$ cat src/rtl/uc_stall_ctrl_pkg.sv
// uc_stall_ctrl_pkg: shared microinstruction constants and scoreboard entry type
package uc_stall_ctrl_pkg;
    localparam logic [5:0] REG_NONE = 6'd0;
    localparam logic [1:0] M_NONE   = 2'b00;
    localparam logic [1:0] M_READ   = 2'b01;
    localparam logic [1:0] M_WRITE  = 2'b10;
    typedef struct packed {
        logic [5:0] dest;
        logic [1:0] m;
    } sb_entry_t;
    localparam sb_entry_t NOP_ENTRY = '{dest: REG_NONE, m: M_NONE};
    function automatic logic is_mem(input logic [1:0] m);
        return m == M_READ || m == M_WRITE;
    endfunction
endpackage

$ cat src/rtl/uc_stall_ctrl_if.sv
// uc_stall_ctrl_if: decode-stage interlock signals between decode and the stall controller
interface uc_stall_ctrl_if;
    logic [5:0]  busA_id;
    logic [5:0]  busB_id;
    logic [5:0]  busC_id;
    logic [1:0]  M_id;
    logic        MEM_ACK;
    logic        HOLD;
    logic        FREEZE;
    logic        BUS_ERR;
    logic [15:0] stall_cnt;
    modport master (output busA_id, busB_id, busC_id, M_id, MEM_ACK,
                    input HOLD, FREEZE, BUS_ERR, stall_cnt);
    modport slave  (input busA_id, busB_id, busC_id, M_id, MEM_ACK,
                    output HOLD, FREEZE, BUS_ERR, stall_cnt);
endinterface

$ cat src/rtl/uc_mem_wait_fsm.sv
// uc_mem_wait_fsm: freezes the pipeline while a memory op at MEM_STAGE awaits its ack
module uc_mem_wait_fsm
    import uc_stall_ctrl_pkg::*;
#(
    parameter int TIMEOUT = 255
) (
    input  logic       CLK,
    input  logic       RST,
    input  logic       mem_ack_i,
    input  logic [1:0] mem_m_i,
    output logic       freeze_o,
    output logic       bus_err_o
);
    localparam logic [1:0] S_IDLE = 2'd0;
    localparam logic [1:0] S_WAIT = 2'd1;
    localparam logic [1:0] S_ERR  = 2'd2;
    localparam int CW = $clog2(TIMEOUT + 1);
    logic [1:0]    state_q, state_d;
    logic [CW-1:0] cnt_q, cnt_d;
    always_comb begin
        state_d  = state_q;
        cnt_d    = cnt_q;
        freeze_o = 1'b0;
        case (state_q)
            S_IDLE: if (is_mem(mem_m_i) && !mem_ack_i) begin
                state_d  = S_WAIT;
                cnt_d    = '0;
                freeze_o = 1'b1;
            end
            S_WAIT: if (mem_ack_i) begin
                state_d = S_IDLE;
                cnt_d   = '0;
            end else begin
                freeze_o = 1'b1;
                cnt_d    = cnt_q + 1'b1;
                state_d  = cnt_d == CW'(TIMEOUT) ? S_ERR : S_WAIT;
            end
            default: freeze_o = 1'b1;
        endcase
    end
    assign bus_err_o = state_q == S_ERR;
    always_ff @(posedge CLK) begin
        if (RST) begin
            state_q <= S_IDLE;
            cnt_q   <= '0;
        end else begin
            state_q <= state_d;
            cnt_q   <= cnt_d;
        end
    end
endmodule

$ cat src/rtl/uc_stall_ctrl.sv
// uc_stall_ctrl: RAW scoreboard plus memory-wait freeze driving NOP injection at decode
module uc_stall_ctrl
    import uc_stall_ctrl_pkg::*;
#(
    parameter int DEPTH     = 3,
    parameter int MEM_STAGE = 1,
    parameter int TIMEOUT   = 255
) (
    input  logic          CLK,
    input  logic          RST,
    uc_stall_ctrl_if.slave bus
);
    sb_entry_t [DEPTH-1:0] sb_q, sb_d;
    logic [15:0] cnt_q;
    logic hazard, hold, freeze, bus_err;
    uc_mem_wait_fsm #(.TIMEOUT(TIMEOUT)) u_fsm (
        .CLK       (CLK),
        .RST       (RST),
        .mem_ack_i (bus.MEM_ACK),
        .mem_m_i   (sb_q[MEM_STAGE].m),
        .freeze_o  (freeze),
        .bus_err_o (bus_err)
    );
    // the oldest entry still hazards: register file writes at end of cycle, no bypass
    always_comb begin
        hazard = 1'b0;
        for (int i = 0; i < DEPTH; i++)
            hazard |= (bus.busA_id != REG_NONE && bus.busA_id == sb_q[i].dest) ||
                      (bus.busB_id != REG_NONE && bus.busB_id == sb_q[i].dest);
    end
    assign hold = hazard | freeze;
    always_comb begin
        sb_d = sb_q;
        if (!freeze) begin
            sb_d[0] = hold ? NOP_ENTRY : {bus.busC_id, bus.M_id};
            for (int i = 1; i < DEPTH; i++) sb_d[i] = sb_q[i-1];
        end
    end
    always_ff @(posedge CLK) begin
        if (RST) begin
            sb_q  <= '0;
            cnt_q <= '0;
        end else begin
            sb_q  <= sb_d;
            cnt_q <= (hold && cnt_q != 16'hFFFF) ? cnt_q + 16'd1 : cnt_q;
        end
    end
    assign bus.HOLD      = hold;
    assign bus.FREEZE    = freeze;
    assign bus.BUS_ERR   = bus_err;
    assign bus.stall_cnt = cnt_q;
endmodule

$ cat src/flat_wrapper.sv
// flat-port wrapper written by rule: the top's interface ports become plain ports
module uc_stall_ctrl_flat import uc_stall_ctrl_pkg::*;
#(
    parameter int DEPTH     = 3,
    parameter int MEM_STAGE = 1,
    parameter int TIMEOUT   = 255
)
  (CLK, RST, bus_busA_id, bus_busB_id, bus_busC_id, bus_M_id, bus_MEM_ACK, bus_HOLD, bus_FREEZE, bus_BUS_ERR, bus_stall_cnt);
  uc_stall_ctrl_if bus_i ();
  input  logic CLK;
  input  logic RST;
  input wire logic [$bits(bus_i.busA_id)-1:0] bus_busA_id;
  input wire logic [$bits(bus_i.busB_id)-1:0] bus_busB_id;
  input wire logic [$bits(bus_i.busC_id)-1:0] bus_busC_id;
  input wire logic [$bits(bus_i.M_id)-1:0] bus_M_id;
  input wire logic [$bits(bus_i.MEM_ACK)-1:0] bus_MEM_ACK;
  output wire logic [$bits(bus_i.HOLD)-1:0] bus_HOLD;
  output wire logic [$bits(bus_i.FREEZE)-1:0] bus_FREEZE;
  output wire logic [$bits(bus_i.BUS_ERR)-1:0] bus_BUS_ERR;
  output wire logic [$bits(bus_i.stall_cnt)-1:0] bus_stall_cnt;
  assign bus_i.busA_id = bus_busA_id;
  assign bus_i.busB_id = bus_busB_id;
  assign bus_i.busC_id = bus_busC_id;
  assign bus_i.M_id = bus_M_id;
  assign bus_i.MEM_ACK = bus_MEM_ACK;
  assign bus_HOLD = bus_i.HOLD;
  assign bus_FREEZE = bus_i.FREEZE;
  assign bus_BUS_ERR = bus_i.BUS_ERR;
  assign bus_stall_cnt = bus_i.stall_cnt;
  uc_stall_ctrl #(.DEPTH(DEPTH), .MEM_STAGE(MEM_STAGE), .TIMEOUT(TIMEOUT)) u_core (.CLK(CLK), .RST(RST), .bus(bus_i));
endmodule
$ cat config.mk
export PLATFORM = sky130hd
export DESIGN_NAME = uc_stall_ctrl_flat
export DESIGN_NICKNAME = d
export VERILOG_FILES = /design/src/rtl/uc_stall_ctrl_pkg.sv /design/src/rtl/uc_stall_ctrl_if.sv /design/src/rtl/uc_mem_wait_fsm.sv /design/src/rtl/uc_stall_ctrl.sv /design/src/flat_wrapper.sv
export SDC_FILE = /design/constraint.sdc
export NUM_CORES = 1
export LEC_CHECK = 0
export CORE_MARGIN = 2
export CORE_UTILIZATION = 45
export CTS_CLUSTER_SIZE = 8
export DETAILED_ROUTE_END_ITERATION = 12
export GPL_TIMING_DRIVEN = 1
export PLACE_DENSITY = 0.69
export SKIP_CTS_REPAIR_TIMING = 1
export SLEW_MARGIN = 20
export SYNTH_ARGS = -nofsm -noshare
export SYNTH_HDL_FRONTEND = slang
export SYNTH_SLANG_ARGS = --single-unit
$ cat constraint.sdc
create_clock -name CLK -period 2.2 [get_ports CLK]
set_input_delay 0.44 -clock CLK [delete_from_list [all_inputs] [get_ports CLK]]
set_output_delay 0.44 -clock CLK [all_outputs]
set_load 0.01 [all_outputs]
# Word level (Yosys, flattened, before mapping)
# Index checks and enable logic that the tools add are counted.
[op_classes] add_sub_neg=2 multipliers=0 div=0 order_cmp=0 n_eq_ne=13 shift=0 n_mux=11 bitwise=3 reduce_logical=18
[op_table] op="6-bit == test" n=6
[op_table] op="8-bit 2-to-1 mux" n=3
[op_table] op="16-bit by 1-bit adder with 16-bit output, second input constant" n=1
[op_table] op="16-bit inequality test, second input constant" n=1
[op_table] op="8-bit one-hot mux with 2 select lines" n=1
[op_table] op="6-bit nonzero test" n=2
[op_table] op="8-bit by 1-bit adder with 8-bit output, second input constant" n=1
[op_table] op="8-bit == test, second input constant" n=1
[op_table] op="1-bit logical AND" n=8
[op_table] op="2-bit 2-to-1 mux" n=3
[op_table] op="2-bit by 1-bit == test with 1-bit output, second input constant" n=2
[op_table] op="2-bit == test, second input constant" n=2
[op_table] op="1-bit logical OR" n=4
[op_table] op="2-bit one-hot mux with 2 select lines" n=1
[op_table] op="1-bit bitwise OR" n=3
[op_table] op="2-bit zero test" n=1
[op_table] op="1-bit 2-to-1 mux" n=2
[op_table] op="2-bit inequality test, second input constant" n=1
[op_table] op="1-bit one-hot mux with 2 select lines" n=1
[op_table] op="2-bit AND reduction" n=1
[op_table] op="2-bit nonzero test" n=1
[op_table] op="1-bit zero test" n=1
[word_totals] regBits=48 latchBits=0 ramBits=0 mem_bits_ro=0 input_bits=23 output_inout_bits=19 memories=0

# Depth between registers and ports, before layout
# Gate-level depths: netlist of run 1.
[logic_depth] ltp_word=7 depth_mapped=10

# Modules after synthesis
# From an unflattened synthesis of run 1, not the netlist that was laid out.
[hier_totals] hier_cells=297 hier_area_um2=2663.8
[by_module_without_submodules] module="uc_stall_ctrl" instances=1 cells_each=224 area_each_um2=2073.2
[by_module_without_submodules] module="uc_mem_wait_fsm" instances=1 cells_each=73 area_each_um2=590.6

# Least setup slack after synthesis of run 1
# OpenSTA, ideal clock, no wires.
[synth_path] path_kind="input to register" start="input bus_busB_id[2]" end="register u_core.cnt_q[10] (netlist: u_core.bus.stall_cnt[10])" t_arrival_ps=1990 required_time_ps=2129 slack_ps=140 path_stages=8 path_buffers=1 path_cell_list="xor2_1 > nor4_1 > and4_1 > a211oi_2 > and2_1 > buf_6 > or4_1 > a21oi_1"
[synth_via] elab_chain_cells=7 word_cells_on_any_way=14 classes_between="3 x eq/ne; 3 x bitwise; 8 x reduce/logical"
[synth_lines] element="start: declaration" line_no="flat_wrapper.sv:13" source="input wire logic [$bits(bus_i.busB_id)-1:0] bus_busB_id;"
[synth_lines] element="6-bit == test or 6-bit nonzero test (tied branches)" line_no="uc_stall_ctrl.sv:29" source="(bus.busB_id != REG_NONE && bus.busB_id == sb_q[i].dest);"
[synth_lines] element="1-bit logical AND" line_no="uc_stall_ctrl.sv:29"
[synth_lines] element="1-bit logical OR" line_no="uc_stall_ctrl.sv:28" source="hazard |= (bus.busA_id != REG_NONE && bus.busA_id == sb_q[i].dest) ||"
[synth_lines] element="1-bit bitwise OR" line_no="uc_stall_ctrl.sv:28"
[synth_lines] element="1-bit bitwise OR (*)" line_no="uc_stall_ctrl.sv:28"
[synth_lines] element="1-bit bitwise OR (*)" line_no="uc_stall_ctrl.sv:31" source="assign hold = hazard | freeze;"
[synth_lines] element="1-bit logical AND (*)" line_no="uc_stall_ctrl.sv:45" source="cnt_q <= (hold && cnt_q != 16'hFFFF) ? cnt_q + 16'd1 : cnt_q;"
[synth_lines] element="end signal: assignment" line_no="uc_stall_ctrl.sv:45"
[synth_lines] element="end: declaration" line_no="uc_stall_ctrl.sv:14" source="logic [15:0] cnt_q;"
# Every way passes the cells marked *; elsewhere a longest branch is shown, timed or not.
# A chain may end at the register's enable or synchronous reset.

# Worst setup path in the final report of run 1
[layout_path] start="input bus_busA_id[3]" end="output bus_HOLD"
[layout_via] elab_chain_cells=6 word_cells_on_any_way=13 classes_between="3 x eq/ne; 3 x bitwise; 7 x reduce/logical"
[layout_lines] element="start: declaration" line_no="flat_wrapper.sv:12" source="input wire logic [$bits(bus_i.busA_id)-1:0] bus_busA_id;"
[layout_lines] element="6-bit == test or 6-bit nonzero test (tied branches)" line_no="uc_stall_ctrl.sv:28"
[layout_lines] element="1-bit logical AND" line_no="uc_stall_ctrl.sv:28"
[layout_lines] element="1-bit logical OR" line_no="uc_stall_ctrl.sv:28"
[layout_lines] element="1-bit bitwise OR" line_no="uc_stall_ctrl.sv:28"
[layout_lines] element="1-bit bitwise OR (*)" line_no="uc_stall_ctrl.sv:28"
[layout_lines] element="1-bit bitwise OR (*)" line_no="uc_stall_ctrl.sv:31"
[layout_lines] element="end: declaration" line_no="flat_wrapper.sv:17" source="output wire logic [$bits(bus_i.HOLD)-1:0] bus_HOLD;"
# Marked as above.

==> impl_metrics.xml, run 1 <==
<?xml version="1.0" encoding="UTF-8"?>
<metrics>
  <group name="detailed_routing">
    <metric name="drt-vias-per-instance" unit="">5.35</metric>
    <metric name="drt-initial-drc-count" unit="">89</metric>
    <metric name="drt_pre_antenna_iters" unit="">5</metric>
    <metric name="wire_per_inst" unit="um">13.4</metric>
    <metric name="antenna_left" unit="">0</metric>
    <metric name="drc_errors" unit="">0</metric>
    <metric name="finalWirelength" unit="um">6170</metric>
    <metric name="num_vias" unit="">2467</metric>
  </group>
  <group name="synth">
    <metric name="ys_warn_count" unit="">0</metric>
    <metric name="synth_sequential_area_ratio" unit="">0.384</metric>
    <metric name="number_of_different_library_cells_in_the_post_synthesis_netlist" unit="">37</metric>
    <metric name="synth.ff_latch_count" unit="">48</metric>
    <metric name="syn_inst" unit="">311</metric>
    <metric name="synthesis.area_per_instance" unit="sq um">8.05</metric>
    <metric name="synth_nets" unit="">337</metric>
    <metric name="syn-cell-area" unit="sq um">2500</metric>
  </group>
  <group name="pwr">
    <metric name="power-per-cell-area" unit="nW/um^2">562</metric>
    <metric name="power.clock.fraction" unit="">0.281</metric>
    <metric name="power.total" unit="mW">1.93</metric>
    <metric name="power_switching" unit="mW">0.540</metric>
    <metric name="seqPwrFrac" unit="">0.494</metric>
    <metric name="sw_share" unit="">0.280</metric>
    <metric name="p_leak" unit="nW">1.36</metric>
    <metric name="power.share.combinational" unit="">0.226</metric>
    <metric name="power.ir.vdd_worst" unit="mV">0.357</metric>
    <metric name="cell_internal_pwr" unit="mW">1.39</metric>
  </group>
  <group name="global_routing">
    <metric name="globalRouteOverflowTotal" unit="">0</metric>
    <metric name="grt_max_degree" unit="">49</metric>
    <metric name="antenna_found_initial" unit="">0</metric>
    <metric name="vias_in_the_first_global_route" unit="">2224</metric>
    <metric name="grt_first_pass_wirelength" unit="um">10200</metric>
    <metric name="gr-usage-all-layers" unit="">0.205</metric>
  </group>
  <group name="sta">
    <metric name="rsz0062_at_grt" unit="">true</metric>
    <metric name="timing.fmax" unit="GHz">0.432</metric>
    <metric name="min_period" unit="ns">2.32</metric>
    <metric name="timing_worst_slew_pin_value" unit="ns">0.420</metric>
    <metric name="hold-worst-slack" unit="ns">0.447</metric>
    <metric name="worst_slack" unit="ns">-0.116</metric>
    <metric name="slew_headroom" unit="">0.718</metric>
    <metric name="clock_skew" unit="ns">0.00598</metric>
    <metric name="count_of_pins_over_their_slew_limit" unit="">0</metric>
    <metric name="post_route_clock_period_utilization" unit="">1.05</metric>
    <metric name="finalSetupViolations" unit="">1</metric>
    <metric name="count_of_final_hold_check_violations" unit="">0</metric>
  </group>
  <group name="cts">
    <metric name="ctsRootBufferMaster" unit="">clkbuf_8</metric>
    <metric name="cts_max_level" unit="">2</metric>
    <metric name="clkSinkCount" unit="">48</metric>
    <metric name="path_clk_slew" unit="ns">0.09</metric>
    <metric name="number_of_clock_buffers_inserted_by_tritoncts" unit="">5</metric>
    <metric name="tritoncts" unit="">done</metric>
    <metric name="cts_max_path_buffers" unit="">2</metric>
    <metric name="clk_latency" unit="ns">0.30</metric>
  </group>
  <group name="placed_design">
    <metric name="gp_congestion" unit="">0.877</metric>
    <metric name="dpl_cell_area" unit="sq um">3270</metric>
    <metric name="dpl_worst_slack" unit="ns">-0.699</metric>
    <metric name="port-buffer-count" unit="">41</metric>
    <metric name="detailedPlacementHpwl" unit="um">4510</metric>
  </group>
  <group name="outcome">
    <metric name="violations" unit="">setup timing</metric>
    <metric name="run_status" unit="">complete, but fails checks</metric>
  </group>
  <group name="critical_path">
    <metric name="critical_path_end_type" unit="">output pin</metric>
    <metric name="crit_type" unit="">input port to output pin</metric>
    <metric name="worst_r2r_startpoint" unit="">u_core.sb_q[23]</metric>
    <metric name="start_kind" unit="">input port</metric>
    <metric name="crit_required" unit="ns">1.76</metric>
    <metric name="reg2reg_slack" unit="ns">0.05</metric>
    <metric name="r2r_cells" unit="">8</metric>
    <metric name="critPathArrivalTime" unit="ns">1.88</metric>
    <metric name="timing.rr.end" unit="">u_core.bus.stall_cnt[10]</metric>
    <metric name="critical_path_peak_fanout" unit="">3</metric>
  </group>
  <group name="floorplan">
    <metric name="effective_utilization_at_floorplan" unit="">0.460</metric>
    <metric name="floorplan.die_area" unit="sq um">6180</metric>
    <metric name="floorplan.core_area" unit="sq um">5440</metric>
    <metric name="io-pin-count" unit="">42</metric>
    <metric name="num_rows" unit="">27</metric>
    <metric name="chipHeight" unit="um">78.6</metric>
    <metric name="die_w" unit="um">78.6</metric>
  </group>
  <group name="min_path">
    <metric name="hold_path_end" unit="">u_core.sb_q[8]</metric>
    <metric name="whs_path_depth" unit="">2</metric>
    <metric name="worst_hold_path_type" unit="">flip-flop to flip-flop</metric>
    <metric name="holdCritStartpoint" unit="">u_core.sb_q[0]</metric>
  </group>
  <group name="final_layout">
    <metric name="num_antenna_cells" unit="">0</metric>
    <metric name="area_delta_synth_final" unit="%">37.4</metric>
    <metric name="fin_nets" unit="">414</metric>
    <metric name="stdcell_area" unit="sq um">3440</metric>
    <metric name="final_layout_size_suffix_gt1_frac" unit="">0.152</metric>
    <metric name="final.fill_count" unit="">481</metric>
  </group>
  <group name="flow_run">
    <metric name="maxCapViolations" unit="">0</metric>
  </group>
</metrics>
synthesized netlist by cell type, drive strengths merged:
cell type	number	share of area
or4	3	0.0090
xor2	12	0.042
a211oi	4	0.014
or3	12	0.030
o31ai	3	0.0090
nand4	7	0.017
ha	3	0.015
nand3b	3	0.0090
inv	8	0.012
o32ai	2	0.010
a311oi	2	0.0070
and4	4	0.014
xnor2	29	0.10
and2	2	0.0050
and3	3	0.0075
dfxtp	48	0.38
nand3	8	0.016
nor3	3	0.0080
nor2	32	0.049
o41ai	1	0.0035
nand2	39	0.058
a22oi	8	0.024
a21o	1	0.0030
mux2i	1	0.0040
nor4	5	0.012
nand2b	2	0.0050
nor2b	1	0.0025
buf	4	0.010
o21ai	14	0.028
a21oi	39	0.078
clkbuf	8	0.012
through the flow:
step                utilization  instances  setup TNS, ns
finish                    0.633        461         -0.116
global route              0.633        461         -0.383
CTS                       0.618        461          -3.26
detailed placement        0.601        453          -9.51
global placement          0.601        453          -8.79
floorplan                     -        311              0
power by group through the flow:
| stage | logic, mW | clock network, mW | registers [mW] |
|---|---|---|---|
| 2_1_floorplan | 0.225 | 0 | 0.968 |
| 3_3_place_gp | 0.416 | 0 | 0.971 |
| 3_5_place_dp | 0.421 | 0 | 0.972 |
| 4_1_cts | 0.423 | 0.566 | 0.952 |
| 5_1_grt | 0.479 | 0.603 | 0.960 |
| 6_report | 0.437 | 0.542 | 0.954 |
critical path: stages:
cell	delay [ns]
dlymetal6s2s_1	0.17
nor4_2	0.28
nand2_1	0.12
and4_1	0.19
a211oi_2	0.27
and2_4	0.19
inv_1	0.05
dlymetal6s2s_1	0.16
area by class of cell:
| cell class | instances | area [sq um] | share of cell area |
|---|---|---|---|
| repair buffers | 82 | 778 | 0.226 |
| clock inverters | 1 | 7.51 | 0.00218 |
| flip-flops and latches | 48 | 963 | 0.280 |
| inverters | 8 | 30.0 | 0.00873 |
| clock buffers | 7 | 86.3 | 0.0251 |
| well taps | 72 | 90.1 | 0.0262 |
| multi-input cells | 243 | 1490 | 0.432 |
cells in the final DEF, fill, tap and decap left out, types with 3 or more instances in the layout:
master | synthesis | layout
or3_1 | 12 | 12
nand4_1 | 7 | 7
nor4_1 | 5 | 4
and3_1 | 3 | 3
nand2_1 | 39 | 39
nand3_1 | 8 | 8
or4_1 | 3 | 3
nor2_1 | 31 | 31
clkbuf_8 | 0 | 6
a211oi_1 | 3 | 3
xnor2_1 | 29 | 28
nand3b_1 | 3 | 3
o21ai_0 | 14 | 14
o31ai_1 | 3 | 3
dlymetal6s2s_1 | 0 | 14
xor2_1 | 12 | 12
a22oi_1 | 8 | 8
a21oi_1 | 39 | 38
inv_1 | 8 | 8
clkdlybuf4s50_1 | 0 | 27
ha_1 | 3 | 3
buf_4 | 0 | 39
and4_1 | 4 | 4
dfxtp_1 | 48 | 46
how the worst max path moves through the flow:
stage                         from                       end  slack (ns)  cells past startpoint
CTS                 bus_busB_id[1]                  bus_HOLD       -0.71                      8
floorplan           bus_busB_id[2]  u_core.bus.stall_cnt[10]        0.14                      8
global placement    bus_busA_id[4]                  bus_HOLD       -0.69                      8
finish              bus_busA_id[3]                  bus_HOLD       -0.12                      8
detailed placement  bus_busB_id[1]                  bus_HOLD       -0.70                      8
global route        bus_busA_id[3]                  bus_HOLD       -0.24                      8
registers in the layout (all words and copies together), names as in the netlist:
register	flops
u_core.bus.stall_cnt	16
u_core.sb_q	22
u_core.u_fsm.cnt_q	8
u_core.u_fsm.state_q	2
per-layer routing:
metal  vias up  global-route usage  part of all wire
met5         -                   0                 0
met4         0              0.0579            0.0084
met3         4              0.0345             0.052
met2        70               0.330              0.47
met1      1142               0.283              0.46
li1       1251                   -                 -
cell families (layout without fill, tap and decap cells):
family                   Yosys count  count (layout)  share of synthesized area
flip-flops                        48              48                      0.384
XOR/XNOR                          41              41                      0.143
AND/OR/NAND/NOR                  124             124                      0.243
buffers and inverters             20              98                     0.0340
adder cells (fa/ha/maj)            3               3                     0.0150
multiplexers                       1               1                    0.00400
AO/OA/AOI/OAI                     74              74                      0.176
(Power assumes the default switching activity.)
==> run 2: changes to the inputs <==
Settings changed: ABC_CLOCK_PERIOD_IN_PS set to 2029, CORE_UTILIZATION 45 to 48, PLACE_DENSITY 0.69 to 0.76.
Clock period 2.2 ns to 2.03 ns, I/O delays scaled along.
==> run 2 against run 1 <==
  * The run still ends with setup timing left
  * Clock-buffer cell count is 1 lower
  * Sequential share of layout area decreased by 0.82 points
  * Register-to-register slack got worse by 0.19 ns
  * Sequential power increased by 8%
  * Largest cell class unchanged
==> impl_metrics.xml, run 2 (synthesized netlist as in run 1, its figures left out) <==
<?xml version="1.0" encoding="UTF-8"?>
<metrics>
  <group name="outcome">
    <metric name="run_status" unit="">complete, but fails checks</metric>
    <metric name="violations" unit="">setup timing</metric>
  </group>
  <group name="min_path">
    <metric name="worst_hold_path_type" unit="">flip-flop to flip-flop</metric>
    <metric name="holdCritStartpoint" unit="">u_core.sb_q[1]</metric>
    <metric name="hold_path_end" unit="">u_core.sb_q[9]</metric>
    <metric name="whs_path_depth" unit="">2</metric>
  </group>
  <group name="placed_design">
    <metric name="dpl_worst_slack" unit="ns">-0.812</metric>
    <metric name="detailedPlacementHpwl" unit="um">4780</metric>
    <metric name="dpl_cell_area" unit="sq um">3300</metric>
    <metric name="placed_cells" unit="">457</metric>
    <metric name="gp_congestion" unit="">0.869</metric>
    <metric name="port-buffer-count" unit="">41</metric>
  </group>
  <group name="floorplan">
    <metric name="floorplan.die_area" unit="sq um">5810</metric>
    <metric name="effective_utilization_at_floorplan" unit="">0.493</metric>
    <metric name="floorplan.core_area" unit="sq um">5070</metric>
    <metric name="chipHeight" unit="um">76.2</metric>
    <metric name="die_w" unit="um">76.2</metric>
    <metric name="num_rows" unit="">26</metric>
    <metric name="io-pin-count" unit="">42</metric>
  </group>
  <group name="cts">
    <metric name="cts_max_path_buffers" unit="">2</metric>
    <metric name="number_of_clock_buffers_inserted_by_tritoncts" unit="">5</metric>
    <metric name="ctsRootBufferMaster" unit="">clkbuf_8</metric>
    <metric name="clk_latency" unit="ns">0.30</metric>
    <metric name="path_clk_slew" unit="ns">0.09</metric>
    <metric name="clkSinkCount" unit="">48</metric>
    <metric name="cts_max_level" unit="">2</metric>
    <metric name="tritoncts" unit="">done</metric>
  </group>
  <group name="flow_run">
    <metric name="maxCapViolations" unit="">0</metric>
  </group>
  <group name="sta">
    <metric name="count_of_pins_over_their_slew_limit" unit="">0</metric>
    <metric name="count_of_final_hold_check_violations" unit="">0</metric>
    <metric name="timing.fmax" unit="GHz">0.448</metric>
    <metric name="finalSetupViolations" unit="">4</metric>
    <metric name="slew_headroom" unit="">0.772</metric>
    <metric name="rsz0062_at_grt" unit="">true</metric>
    <metric name="worst_slack" unit="ns">-0.200</metric>
    <metric name="clock_skew" unit="ns">0.00745</metric>
    <metric name="timing_worst_slew_pin_value" unit="ns">0.343</metric>
    <metric name="post_route_clock_period_utilization" unit="">1.10</metric>
    <metric name="min_period" unit="ns">2.23</metric>
  </group>
  <group name="pwr">
    <metric name="seqPwrFrac" unit="">0.484</metric>
    <metric name="power_switching" unit="mW">0.616</metric>
    <metric name="cell_internal_pwr" unit="mW">1.52</metric>
    <metric name="power.ir.vdd_worst" unit="mV">0.425</metric>
    <metric name="power.total" unit="mW">2.14</metric>
    <metric name="power.share.combinational" unit="">0.240</metric>
    <metric name="p_leak" unit="nW">1.41</metric>
    <metric name="sw_share" unit="">0.288</metric>
    <metric name="power-per-cell-area" unit="nW/um^2">599</metric>
    <metric name="power.clock.fraction" unit="">0.276</metric>
  </group>
  <group name="critical_path">
    <metric name="r2r_cells" unit="">8</metric>
    <metric name="critPathArrivalTime" unit="ns">1.82</metric>
    <metric name="critical_path_end_type" unit="">output pin</metric>
    <metric name="start_kind" unit="">flip-flop</metric>
    <metric name="critical_path_peak_fanout" unit="">3</metric>
    <metric name="crit_type" unit="">flip-flop to output pin</metric>
    <metric name="worst_r2r_startpoint" unit="">u_core.sb_q[2]</metric>
    <metric name="timing.rr.end" unit="">u_core.bus.stall_cnt[15]</metric>
    <metric name="crit_required" unit="ns">1.62</metric>
    <metric name="startpoint" unit="">u_core.sb_q[9]</metric>
    <metric name="reg2reg_slack" unit="ns">-0.14</metric>
  </group>
  <group name="global_routing">
    <metric name="grt_max_degree" unit="">32</metric>
    <metric name="grt_first_pass_wirelength" unit="um">11100</metric>
    <metric name="vias_in_the_first_global_route" unit="">2347</metric>
    <metric name="globalRouteOverflowTotal" unit="">0</metric>
    <metric name="antenna_found_initial" unit="">0</metric>
    <metric name="gr-usage-all-layers" unit="">0.232</metric>
  </group>
  <group name="detailed_routing">
    <metric name="drt-initial-drc-count" unit="">153</metric>
    <metric name="drc_errors" unit="">0</metric>
    <metric name="drt-vias-per-instance" unit="">5.32</metric>
    <metric name="finalWirelength" unit="um">6820</metric>
    <metric name="wire_per_inst" unit="um">14.6</metric>
    <metric name="num_vias" unit="">2488</metric>
    <metric name="antenna_left" unit="">0</metric>
    <metric name="drt_pre_antenna_iters" unit="">4</metric>
  </group>
  <group name="final_layout">
    <metric name="most_flop_heavy_register" unit="">u_core.sb_q</metric>
    <metric name="final_cell_mix" unit="">buf_4, dfxtp_1, nand2_1, a21oi_1, nor2_1</metric>
    <metric name="sequential_cell_area_in_the_final_layout" unit="sq um">970</metric>
    <metric name="final_cell_count_no_fill" unit="">468</metric>
    <metric name="area_delta_synth_final" unit="%">42.5</metric>
    <metric name="stdcell_area" unit="sq um">3570</metric>
    <metric name="multi_input_area" unit="sq um">1580</metric>
    <metric name="fin_nets" unit="">423</metric>
    <metric name="largest_reg_flops" unit="">22</metric>
    <metric name="mostFrequentLayoutCell" unit="">buf_4</metric>
    <metric name="num_antenna_cells" unit="">0</metric>
    <metric name="final.fill_count" unit="">443</metric>
    <metric name="post-route-util" unit="">0.703</metric>
    <metric name="final_layout_size_suffix_gt1_frac" unit="">0.216</metric>
  </group>
</metrics>
==> run 2: worst max-delay path by stage <==
stage	to	slack (ns)
global route	bus_HOLD	-0.31
floorplan	u_core.bus.stall_cnt[10]	0.004
global placement	bus_HOLD	-0.78
finish	bus_HOLD	-0.20
CTS	bus_HOLD	-0.83
detailed placement	bus_HOLD	-0.81
==> run 2: final cells by class <==
type                            instances  area share
Multi-Input combinational cell        244       0.442
Sequential cell                        48       0.272
Timing Repair Buffer                   90       0.227
Tap cell                               70      0.0246
Clock buffer                            6      0.0231
Inverter                                8     0.00842
Clock inverter                          2     0.00281
==> run 2: power groups by stage <==
| stage | clock network (mW) | logic (mW) | registers (mW) |
|---|---|---|---|
| after floorplan | 0 | 0.244 | 1.05 |
| after global placement | 0 | 0.459 | 1.05 |
| after detailed placement | 0 | 0.467 | 1.05 |
| after CTS | 0.605 | 0.471 | 1.03 |
| after global routing | 0.648 | 0.560 | 1.04 |
| final | 0.589 | 0.512 | 1.03 |
==> run 2: routing by layer <==
layer | GRT usage | share of wire | up-vias | wire, um
met3 | 0.0450 | 0.053 | 6 | 364
met5 | 0 | 0 | - | 0
met1 | 0.302 | 0.46 | 1163 | 3110
met4 | 0.0582 | 0.0088 | 0 | 60
met2 | 0.396 | 0.48 | 57 | 3290
li1 | - | - | 1262 | -
==> run 2: critical path, stage by stage (launching register included) <==
cell and delay [ns]:
dfxtp_1 0.34, xnor2_2 0.22, a21oi_2 0.09, nor2_2 0.10, inv_1 0.10, a21oi_1 0.27, and2_4 0.22, inv_1 0.06
clkbuf_2 0.12
==> run 2: through the flow <==
step | setup TNS, ns | hold WS (ns)
CTS | -6.12 | 0.474
detailed placement | -13.26 | 0.459
floorplan | 0 | 0.432
finish | -0.475 | 0.473
global route | -1.24 | 0.497
global placement | -12.13 | 0.440
==> run 3: changes to the inputs <==
Settings changed: GPL_TIMING_DRIVEN 1 to 0, HOLD_SLACK_MARGIN set to 0.08.
==> run 3 against run 2 <==
  * The flow still finishes with violations (setup timing)
  * Clock skew grew 0.0031 ns
  * Total power grew 0.66%
  * Hold slack got worse by 0.014 ns
  * Maximum frequency shrank 4.7%
  * Die area unchanged
  * Clock-buffer cell count unchanged
  * Critical path depth grew 1
  * Register-to-register slack got worse by 0.07 ns
  * Largest cell class unchanged
==> impl_metrics.xml, run 3 (synthesized netlist as in run 1, its figures left out) <==
<?xml version="1.0" encoding="UTF-8"?>
<metrics>
  <group name="outcome">
    <metric name="run_status" unit="">complete, but fails checks</metric>
    <metric name="violations" unit="">setup timing</metric>
  </group>
  <group name="cts">
    <metric name="clk_latency" unit="ns">0.30</metric>
    <metric name="number_of_clock_buffers_inserted_by_tritoncts" unit="">5</metric>
    <metric name="cts_max_level" unit="">2</metric>
    <metric name="cts_max_path_buffers" unit="">2</metric>
    <metric name="clkSinkCount" unit="">48</metric>
    <metric name="tritoncts" unit="">done</metric>
    <metric name="ctsRootBufferMaster" unit="">clkbuf_8</metric>
    <metric name="path_clk_slew" unit="ns">0.08</metric>
  </group>
  <group name="pwr">
    <metric name="power.clock.fraction" unit="">0.253</metric>
    <metric name="p_leak" unit="nW">1.27</metric>
    <metric name="seqPwrFrac" unit="">0.491</metric>
    <metric name="power-per-cell-area" unit="nW/um^2">618</metric>
    <metric name="power.share.combinational" unit="">0.256</metric>
    <metric name="sw_share" unit="">0.300</metric>
    <metric name="power_switching" unit="mW">0.645</metric>
    <metric name="power.ir.vdd_worst" unit="mV">0.545</metric>
    <metric name="cell_internal_pwr" unit="mW">1.50</metric>
  </group>
  <group name="placed_design">
    <metric name="port-buffer-count" unit="">40</metric>
    <metric name="detailedPlacementHpwl" unit="um">4580</metric>
    <metric name="gp_congestion" unit="">0.885</metric>
  </group>
  <group name="sta">
    <metric name="count_of_final_hold_check_violations" unit="">0</metric>
    <metric name="count_of_pins_over_their_slew_limit" unit="">0</metric>
    <metric name="setup_tns" unit="ns">-1.46</metric>
    <metric name="min_period" unit="ns">2.34</metric>
    <metric name="timing.fmax" unit="GHz">0.428</metric>
    <metric name="finalSetupViolations" unit="">15</metric>
    <metric name="rsz0062_at_grt" unit="">true</metric>
    <metric name="hold-worst-slack" unit="ns">0.458</metric>
    <metric name="timing_worst_slew_pin_value" unit="ns">0.614</metric>
    <metric name="post_route_clock_period_utilization" unit="">1.15</metric>
    <metric name="slew_headroom" unit="">0.591</metric>
    <metric name="worst_slack" unit="ns">-0.309</metric>
    <metric name="clock_skew" unit="ns">0.0106</metric>
  </group>
  <group name="critical_path">
    <metric name="start_kind" unit="">input port</metric>
    <metric name="startpoint" unit="">bus_busA_id[2]</metric>
    <metric name="critical_path_peak_fanout" unit="">4</metric>
    <metric name="critPathArrivalTime" unit="ns">1.93</metric>
    <metric name="crit_path_top_delay_cell" unit="">a211oi_4</metric>
    <metric name="path_cells" unit="">buf_2 -&gt; nor4_2 -&gt; nand2_1 -&gt; and4_4 -&gt; a211oi_4 -&gt; and2_1 -&gt; buf_6 -&gt; inv_4 -&gt; buf_6</metric>
    <metric name="critical_path_end_type" unit="">output pin</metric>
    <metric name="crit_required" unit="ns">1.62</metric>
    <metric name="crit_type" unit="">input port to output pin</metric>
    <metric name="worst_r2r_startpoint" unit="">u_core.sb_q[12]</metric>
    <metric name="cp_common_cell" unit="">buf_6</metric>
    <metric name="critical_path.max_stage_delay" unit="ns">0.29</metric>
  </group>
  <group name="final_layout">
    <metric name="area_delta_synth_final" unit="%">39.0</metric>
    <metric name="final_layout_size_suffix_gt1_frac" unit="">0.237</metric>
    <metric name="largest_reg_flops" unit="">22</metric>
    <metric name="final_cell_mix" unit="">nand2_1, a21oi_1, nor2_1, dfxtp_1, xnor2_1</metric>
    <metric name="final.fill_count" unit="">402</metric>
    <metric name="fin_nets" unit="">405</metric>
    <metric name="mostFrequentLayoutCell" unit="">nand2_1</metric>
    <metric name="sequential_cell_area_in_the_final_layout" unit="sq um">990</metric>
    <metric name="most_flop_heavy_register" unit="">u_core.sb_q</metric>
    <metric name="num_antenna_cells" unit="">0</metric>
    <metric name="multi_input_area" unit="sq um">1640</metric>
  </group>
  <group name="floorplan">
    <metric name="num_rows" unit="">26</metric>
    <metric name="floorplan.core_area" unit="sq um">5070</metric>
    <metric name="io-pin-count" unit="">42</metric>
    <metric name="die_w" unit="um">76.2</metric>
    <metric name="effective_utilization_at_floorplan" unit="">0.493</metric>
    <metric name="floorplan.die_area" unit="sq um">5810</metric>
    <metric name="chipHeight" unit="um">76.2</metric>
  </group>
  <group name="detailed_routing">
    <metric name="drt_pre_antenna_iters" unit="">4</metric>
    <metric name="antenna_left" unit="">0</metric>
    <metric name="num_vias" unit="">2500</metric>
    <metric name="finalWirelength" unit="um">7140</metric>
    <metric name="drc_errors" unit="">0</metric>
    <metric name="drt-initial-drc-count" unit="">149</metric>
    <metric name="drt-vias-per-instance" unit="">5.57</metric>
    <metric name="wire_per_inst" unit="um">15.9</metric>
  </group>
  <group name="global_routing">
    <metric name="grt_first_pass_wirelength" unit="um">10400</metric>
    <metric name="antenna_found_initial" unit="">0</metric>
    <metric name="gr-usage-all-layers" unit="">0.220</metric>
    <metric name="grt_max_degree" unit="">14</metric>
    <metric name="vias_in_the_first_global_route" unit="">2197</metric>
    <metric name="globalRouteOverflowTotal" unit="">0</metric>
  </group>
  <group name="min_path">
    <metric name="holdCritStartpoint" unit="">u_core.sb_q[1]</metric>
    <metric name="worst_hold_path_type" unit="">flip-flop to flip-flop</metric>
  </group>
  <group name="flow_run">
    <metric name="maxCapViolations" unit="">0</metric>
  </group>
</metrics>
-- run 3: cell types whose count changed in the layout (fill, tap and decap cells not counted), sizes merged --
cell | before | now
dlymetal6s2s | 12 | 10
buf | 49 | 28
clkinv | 2 | 1
clkbuf | 8 | 16
a21o | 2 | 1
clkdlybuf4s50 | 27 | 25
-- run 3: final timing paths --
path	endpoint	slack (ns)	depth (start not counted)
setup reg to reg	u_core.bus.stall_cnt[10]	-0.21	9
setup / recovery	bus_HOLD	-0.31	9
hold / removal	u_core.sb_q[9]	0.46	2
hold reg to reg	u_core.sb_q[9]	0.46	2
-- run 3: per-stage QoR --
stage	worst slack (ns)	instance area, sq um	instances	total power, mW	utilization
after floorplan	0.00353	2500	311	1.29	-
after global placement	-1.09	2990	421	1.44	0.589
after detailed placement	-1.15	2990	421	1.45	0.589
after CTS	-1.16	3070	428	1.98	0.605
after global routing	-0.373	3480	449	2.24	0.686
final	-0.309	3480	449	2.15	0.686
-- run 3: metal layers --
metal | wire [um] | part of all wire | GRT usage
met1 | 3210 | 0.45 | 0.293
met5 | 0 | 0 | 0
met3 | 332 | 0.047 | 0.0391
met2 | 3460 | 0.48 | 0.365
met4 | 138 | 0.019 | 0.0655
-- run 3: critical path, delay by kind of cell --
kind	cells	cell delay (ns)
buffers and inverters	4	0.40
and+or+nand+nor	4	0.84
AOI/OAI and AO/OA	1	0.29
-- run 3: area by class of cell --
class                           instances  share of cell area
Clock buffer                            6              0.0208
Multi-Input combinational cell        243               0.472
Sequential cell                        48               0.284
Inverter                                8             0.00935
Tap cell                               70              0.0252
Timing Repair Buffer                   61               0.165
Clock inverter                          1             0.00144
Buffer                                 12              0.0216
-- run 3: power groups by stage --
| stage | logic [mW] | clock network (mW) | registers, mW |
|---|---|---|---|
| global placement | 0.375 | 0 | 1.07 |
| finish | 0.551 | 0.544 | 1.05 |
| global route | 0.596 | 0.581 | 1.06 |
| floorplan | 0.244 | 0 | 1.05 |
| detailed placement | 0.385 | 0 | 1.07 |
| CTS | 0.387 | 0.550 | 1.05 |
